$ cat src/rtl/data_transfer_pkg.sv
// rtl/data_transfer_pkg.sv - shared op/state enums and default sizes for data_transfer_ctrl
package data_transfer_pkg;

   localparam int DEF_DW       = 8;
   localparam int DEF_FR_DEPTH = 32;
   localparam int DEF_NREG     = 4;

   typedef enum logic [1:0] {
      OP_LOAD  = 2'b00,
      OP_STORE = 2'b01,
      OP_MOVE  = 2'b10,
      OP_SWAP  = 2'b11
   } op_e;

   typedef enum logic [2:0] {
      ST_IDLE,
      ST_XFER,
      ST_SW1,
      ST_SW2,
      ST_SW3,
      ST_DONE
   } state_e;

endpackage

$ cat src/rtl/dt_reg_file.sv
// rtl/dt_reg_file.sv - register file, async read, internal write has priority over external
module dt_reg_file #(
   parameter int DW       = 8,
   parameter int FR_DEPTH = 32,
   parameter int AW       = $clog2(FR_DEPTH)
) (
   input  logic          clk,
   input  logic [AW-1:0] rd_addr,
   output logic [DW-1:0] rd_data,
   input  logic          int_we,
   input  logic [AW-1:0] int_addr,
   input  logic [DW-1:0] int_data,
   input  logic          ext_we,
   input  logic [AW-1:0] ext_addr,
   input  logic [DW-1:0] ext_data
);

   logic [DW-1:0] mem [FR_DEPTH];

   // Reads see the pre-edge contents, so a same-cycle write is never forwarded.
   assign rd_data = mem[rd_addr];

   // A single write per cycle; a command store silently drops a colliding external write.
   always_ff @(posedge clk) begin
      if (int_we)
         mem[int_addr] <= int_data;
      else if (ext_we)
         mem[ext_addr] <= ext_data;
   end

endmodule

$ cat src/rtl/data_transfer_ctrl.sv
// rtl/data_transfer_ctrl.sv - transfer FSM, working registers and muxed bus; DT_SWAP_EN builds SWAP
module data_transfer_ctrl
   import data_transfer_pkg::*;
#(
   parameter int DW       = DEF_DW,
   parameter int FR_DEPTH = DEF_FR_DEPTH,
   parameter int NREG     = DEF_NREG,
   localparam int AW      = $clog2(FR_DEPTH),
   localparam int RW      = $clog2(NREG)
) (
   input  logic          clk,
   input  logic          rst,
   input  logic          FR_W,
   input  logic [AW-1:0] FR_WADDR,
   input  logic [DW-1:0] FR_WDATA,
   input  logic          cmd_valid,
   output logic          cmd_ready,
   input  logic [1:0]    cmd_op,
   input  logic [AW-1:0] cmd_src,
   input  logic [AW-1:0] cmd_dst,
   output logic          done,
   output logic          err,
   output logic [DW-1:0] bus,
   input  logic [RW-1:0] rd_sel,
   output logic [DW-1:0] rd_data
);

   state_e        state, state_n;
   op_e           op_q;
   logic [AW-1:0] src_q, dst_q;
   logic          illegal_q;
   logic          src_bad, dst_bad, cmd_illegal;
   logic [DW-1:0] regs [NREG];
   logic [DW-1:0] file_rdata, reg_src, reg_dst;
   logic [RW-1:0] src_sel, dst_sel, reg_wsel;
   logic          reg_we, file_we;
`ifdef DT_SWAP_EN
   logic [DW-1:0] tmp;
   logic          tmp_we;
`endif

   assign src_sel = src_q[RW-1:0];
   assign dst_sel = dst_q[RW-1:0];
   assign reg_src = regs[src_sel];
   assign reg_dst = regs[dst_sel];
   assign rd_data = (32'(rd_sel) < NREG) ? regs[rd_sel] : '0;
   assign src_bad = 32'(cmd_src) >= NREG;
   assign dst_bad = 32'(cmd_dst) >= NREG;

   // Legality is judged only on the fields that actually index a working register.
   always_comb begin
      cmd_illegal = 1'b0;
      case (cmd_op)
         OP_LOAD:  cmd_illegal = dst_bad;
         OP_STORE: cmd_illegal = src_bad;
         OP_MOVE:  cmd_illegal = src_bad | dst_bad;
`ifdef DT_SWAP_EN
         default:  cmd_illegal = src_bad | dst_bad;
`else
         default:  cmd_illegal = 1'b1;
`endif
      endcase
   end

   dt_reg_file #(.DW(DW), .FR_DEPTH(FR_DEPTH), .AW(AW)) u_file (
      .clk      (clk),
      .rd_addr  (src_q),
      .rd_data  (file_rdata),
      .int_we   (file_we & ~rst),
      .int_addr (dst_q),
      .int_data (bus),
      .ext_we   (FR_W),
      .ext_addr (FR_WADDR),
      .ext_data (FR_WDATA)
   );

   // FSM state register.
   always_ff @(posedge clk) begin
      if (rst) state <= ST_IDLE;
      else     state <= state_n;
   end

   // Next state, bus driver selection and write strobes; illegal commands never write.
   always_comb begin
      state_n   = state;
      cmd_ready = 1'b0;
      done      = 1'b0;
      err       = 1'b0;
      bus       = '0;
      reg_we    = 1'b0;
      reg_wsel  = dst_sel;
      file_we   = 1'b0;
`ifdef DT_SWAP_EN
      tmp_we    = 1'b0;
`endif
      case (state)
         ST_IDLE: begin
            cmd_ready = 1'b1;
            if (cmd_valid) begin
               state_n = ST_XFER;
`ifdef DT_SWAP_EN
               if (cmd_op == OP_SWAP && !cmd_illegal) state_n = ST_SW1;
`endif
            end
         end
         ST_XFER: begin
            state_n = ST_DONE;
            if (!illegal_q) begin
               case (op_q)
                  OP_LOAD:  begin bus = file_rdata; reg_we = 1'b1; end
                  OP_STORE: begin bus = reg_src;    file_we = 1'b1; end
                  OP_MOVE:  begin bus = reg_src;    reg_we = 1'b1; end
                  default:  ;
               endcase
            end
         end
`ifdef DT_SWAP_EN
         ST_SW1: begin
            bus     = reg_src;
            tmp_we  = 1'b1;
            state_n = ST_SW2;
         end
         ST_SW2: begin
            bus      = reg_dst;
            reg_we   = 1'b1;
            reg_wsel = src_sel;
            state_n  = ST_SW3;
         end
         ST_SW3: begin
            bus     = tmp;
            reg_we  = 1'b1;
            state_n = ST_DONE;
         end
`endif
         ST_DONE: begin
            done    = ~illegal_q;
            err     = illegal_q;
            state_n = ST_IDLE;
         end
         default: state_n = ST_IDLE;
      endcase
   end

   // Command capture and working-register updates from the bus.
   always_ff @(posedge clk) begin
      if (rst) begin
         for (int i = 0; i < NREG; i++) regs[i] <= '0;
         op_q      <= OP_LOAD;
         src_q     <= '0;
         dst_q     <= '0;
         illegal_q <= 1'b0;
`ifdef DT_SWAP_EN
         tmp       <= '0;
`endif
      end else begin
         if (cmd_valid && cmd_ready) begin
            op_q      <= op_e'(cmd_op);
            src_q     <= cmd_src;
            dst_q     <= cmd_dst;
            illegal_q <= cmd_illegal;
         end
         if (reg_we) regs[reg_wsel] <= bus;
`ifdef DT_SWAP_EN
         if (tmp_we) tmp <= bus;
`endif
      end
   end

endmodule

$ cat config.mk
export PLATFORM = sky130hd
export DESIGN_NAME = data_transfer_ctrl
export DESIGN_NICKNAME = d
export VERILOG_FILES = /design/src/rtl/data_transfer_pkg.sv /design/src/rtl/dt_reg_file.sv /design/src/rtl/data_transfer_ctrl.sv
export SDC_FILE = /design/constraint.sdc
export NUM_CORES = 1
export LEC_CHECK = 0
export CORE_AREA = 2 2 151 168
export CTS_BUF_LIST = sky130_fd_sc_hd__clkbuf_16
export CTS_CLUSTER_DIAMETER = 60
export DETAILED_ROUTE_END_ITERATION = 10
export DIE_AREA = 0 0 153 170
export GPL_TIMING_DRIVEN = 1
export HOLD_SLACK_MARGIN = 0.06
export PLACE_DENSITY = 0.75
export SLEW_MARGIN = 20
export SYNTH_ARGS = -nofsm -noshare
export SYNTH_HDL_FRONTEND = slang
export SYNTH_SLANG_ARGS = --single-unit
export TNS_END_PERCENT = 20
$ cat constraint.sdc
create_clock -name clk -period 3.3 [get_ports clk]
set_input_delay 0.495 -clock clk [delete_from_list [all_inputs] [get_ports clk]]
set_output_delay 0.495 -clock clk [all_outputs]
set_load 0.01 [all_outputs]
==> run summary <==
outcome = complete, but fails checks
failing checks = setup timing
final worst slack = -0.168 ns
Period minus WS final = 3.47 ns
largest net degree at the start of global routing = 33
htree depth = 1
number of CTS-inserted buffers = 28
Crit Path Max Fanout = 13
Core ar. = 0.0242 sq mm
clk_skew = 0.0173 ns
crit path launch type = register
combinational share of power = 10.9%
first-pass GRT wire length = 48900 um
post-synth cell types = 48
vias in the first global route = 8152
Crit Reg-Reg Startpoint = state[0]
critical path endpoint category = output port
Clock Latency Late Sink = 0.55 ns
CTS tree = yes
top post-synthesis cells by area = edfxtp_1 (66%), mux2i_1 (5.9%), mux4_2 (5.5%)
Synth warnings = 0
Post-synth EDFFs = 288
async set or reset register ratio after synthesis = 0%
DIE AREA = 0.0260 sq mm
layout cells sized above 1 = 26.4%
largest family of logic cells by synthesized area = multiplexers
Final nets = 988
synthesized net count = 855
average cell area after synthesis = 16.0 sq um
final setup violation count = 2
CTS sink cnt = 308
Primary FF master, synth = edfxtp_1
most frequent cells after synthesis = edfxtp_1 (288), mux2i_1 (78), nand2_1 (59)
Total Routing Usage GR = 24.8%
Worst-Margin Slew = 1.13 ns
via count = 8198
post-synthesis sequential area ratio = 68.7%
post-DR vias/cell = 6.37
R2R Setup Slk = 0.46 ns
post-synthesis simple-gate area fraction = 5.92%
Seq cells post-synth = 308
pwr dens = 546 mW/mm^2
Synth top area share = 65.7%
most common cell in the netlist = edfxtp_1
Yosys top cell by area = edfxtp_1
GRT Residual Overflow = 0
row count = 60
routability cong. = 0.912
Worst Path Required = 2.80 ns
Max Cap Violations = 0
Pre-Repair DR Iteration Count = 5
RSZ-0062 raised after global routing = true
cells after synthesis = 821
clock tree root buffer cell = clkbuf_16
Die X = 153 um
Max Root-Sink Buffers = 3
Worst Setup EP = bus[6]
I/O pin count = 50
Final period util = 105%
leakage power figure = 5.26 nW
Final ANT Viol Nets = 0
multiplexer share of the synthesized area = 13.7%
Synth Area in Adders = 0.285%
crit path kind = register to output port
drt total wl = 32200 um
worst relative slew slack = 24.5%
hpwl dp = 21500 um
pre-CTS setup slack = 0.125 ns
Die Ht = 170 um
r2r worst-path depth = 4
critical path arrival = 2.97 ns
TNS Setup = -0.186 ns
Port Buffer Count = 49
peak supply drop = 0.314 mV
ANT cells = 0
Switch Pwr = 1.99 mW
initial antenna violation count = 0
Max Freq = 0.288 GHz
xor-xnor portion of the synthesized cell area = 0%
Initial DRC Count = 722
Area Growth Syn to Fin = 20.3%
Sw Share = 23.0%
Synth Cell Area = 0.0132 sq mm
Slew Limit Fails = 0
clock share of power = 38.0%
Internal = 6.66 mW
Hold WS = 0.462 ns
Worst R2R End = u_file.mem[2][5]
per-cell routed wire length = 25.1 um
Initial Util = 54.3%
Clock transition at path regs = 0.06 ns
DR DRC count = 0
final hold violations = 0
Hold Crit Class = register to register
Sequential Power Share = 51.1%
complex-gate fraction of the synthesized area = 8.91%
==> stage by stage <==
step | std cells | utilization, % | total power [mW] | cell area [sq um]
floorplan | 821 | - | 4.98 | 13200
global placement | 1229 | 60.4 | 5.36 | 14600
detailed placement | 1230 | 60.4 | 5.38 | 14700
CTS | 1286 | 65.3 | 8.66 | 15800
global route | 1286 | 65.3 | 8.89 | 15800
finish | 1286 | 65.3 | 8.65 | 15800
==> flip-flops by register name (all words and copies together), names as in the netlist, named ones only <==
register / cells
dst_q: 5
illegal_q: 1
op_q: 2
regs: 32
src_q: 5
state: 2
u_file.mem: 256
==> worst min-delay path by stage <==
stage	startpoint	endpoint	slack, ns	cells past startpoint
6_report	src_q[3]	src_q[3]	0.46	2
3_3_place_gp	src_q[3]	src_q[3]	0.45	2
5_1_grt	src_q[3]	register	0.50	2
2_1_floorplan	src_q[1]	register	0.44	2
4_1_cts	src_q[3]	src_q[3]	0.47	2
3_5_place_dp	src_q[4]	src_q[4]	0.45	2
==> power groups by stage <==
stage / registers [mW] / clock network (mW) / logic (mW)
6_report: 4.42 / 3.29 / 0.944
5_1_grt: 4.42 / 3.48 / 0.993
4_1_cts: 4.42 / 3.31 / 0.932
3_5_place_dp: 4.50 / 0 / 0.885
3_3_place_gp: 4.50 / 0 / 0.862
2_1_floorplan: 4.48 / 0 / 0.496
==> layer usage <==
layer | vias to the layer above | share of wire (%) | wire length [um] | track usage, %
met5 | - | 0 | 0 | 0
met4 | 0 | 4.1 | 1310 | 9.30
met1 | 4059 | 38 | 12200 | 31.6
li1 | 3573 | - | - | -
met3 | 90 | 8.1 | 2620 | 3.90
met2 | 476 | 50 | 16100 | 43.2
==> kinds of logic after synthesis <==
| group | count (synthesis) |
|---|---|
| muxes | 137 |
| buffers and inverters | 57 |
| adders and majority gates | 3 |
| AOI/OAI and AO/OA | 151 |
| and+or+nand+nor | 165 |
| DFF | 308 |
==> what timing repair did <==
action,4_1_cts,5_1_grt
resized for setup,42,6
cloned,1,0
hold endpoints to repair,0,0
endpoints found under the setup margin,8,7
setup buffers,3,0
hold buffers,0,0
pin swaps,3,2
==> layout by cell type, fill, tap and decap left out, types with 8 or more instances in the layout <==
cell,count
edfxtp_1,288
buf_4,90
mux2i_1,78
nand2_1,59
nor2_1,51
clkdlybuf4s50_1,42
mux4_2,32
clkbuf_16,29
o31ai_1,28
mux2_2,27
a21oi_1,21
dfxtp_1,18
a221oi_2,15
inv_1,13
a22o_1,13
o22ai_1,12
nand3_1,10
a221oi_1,8
nor3_1,8
a31oi_1,8
clkinv_2,8
==> worst max-delay path, cell delays in order, from the launching register on <==
cell             delay, ns
dfxtp_1               0.39
buf_4                 0.21
nor2b_4               0.51
a22oi_1               0.13
a21oi_1               0.33
nor2_2                0.13
a31o_1                0.25
clkdlybuf4s50_1       0.47
==> layout make-up <==
class                           instances  area [sq um]
Inverter                               11          41.3
Clock buffer                           29           726
Timing Repair Buffer                  149          1350
Tap cell                              310           388
Clock inverter                         23           210
Fill cell                            1616          8410
Sequential cell                       308          9060
Multi-Input combinational cell        456          4070
(Power assumes the default switching activity.)
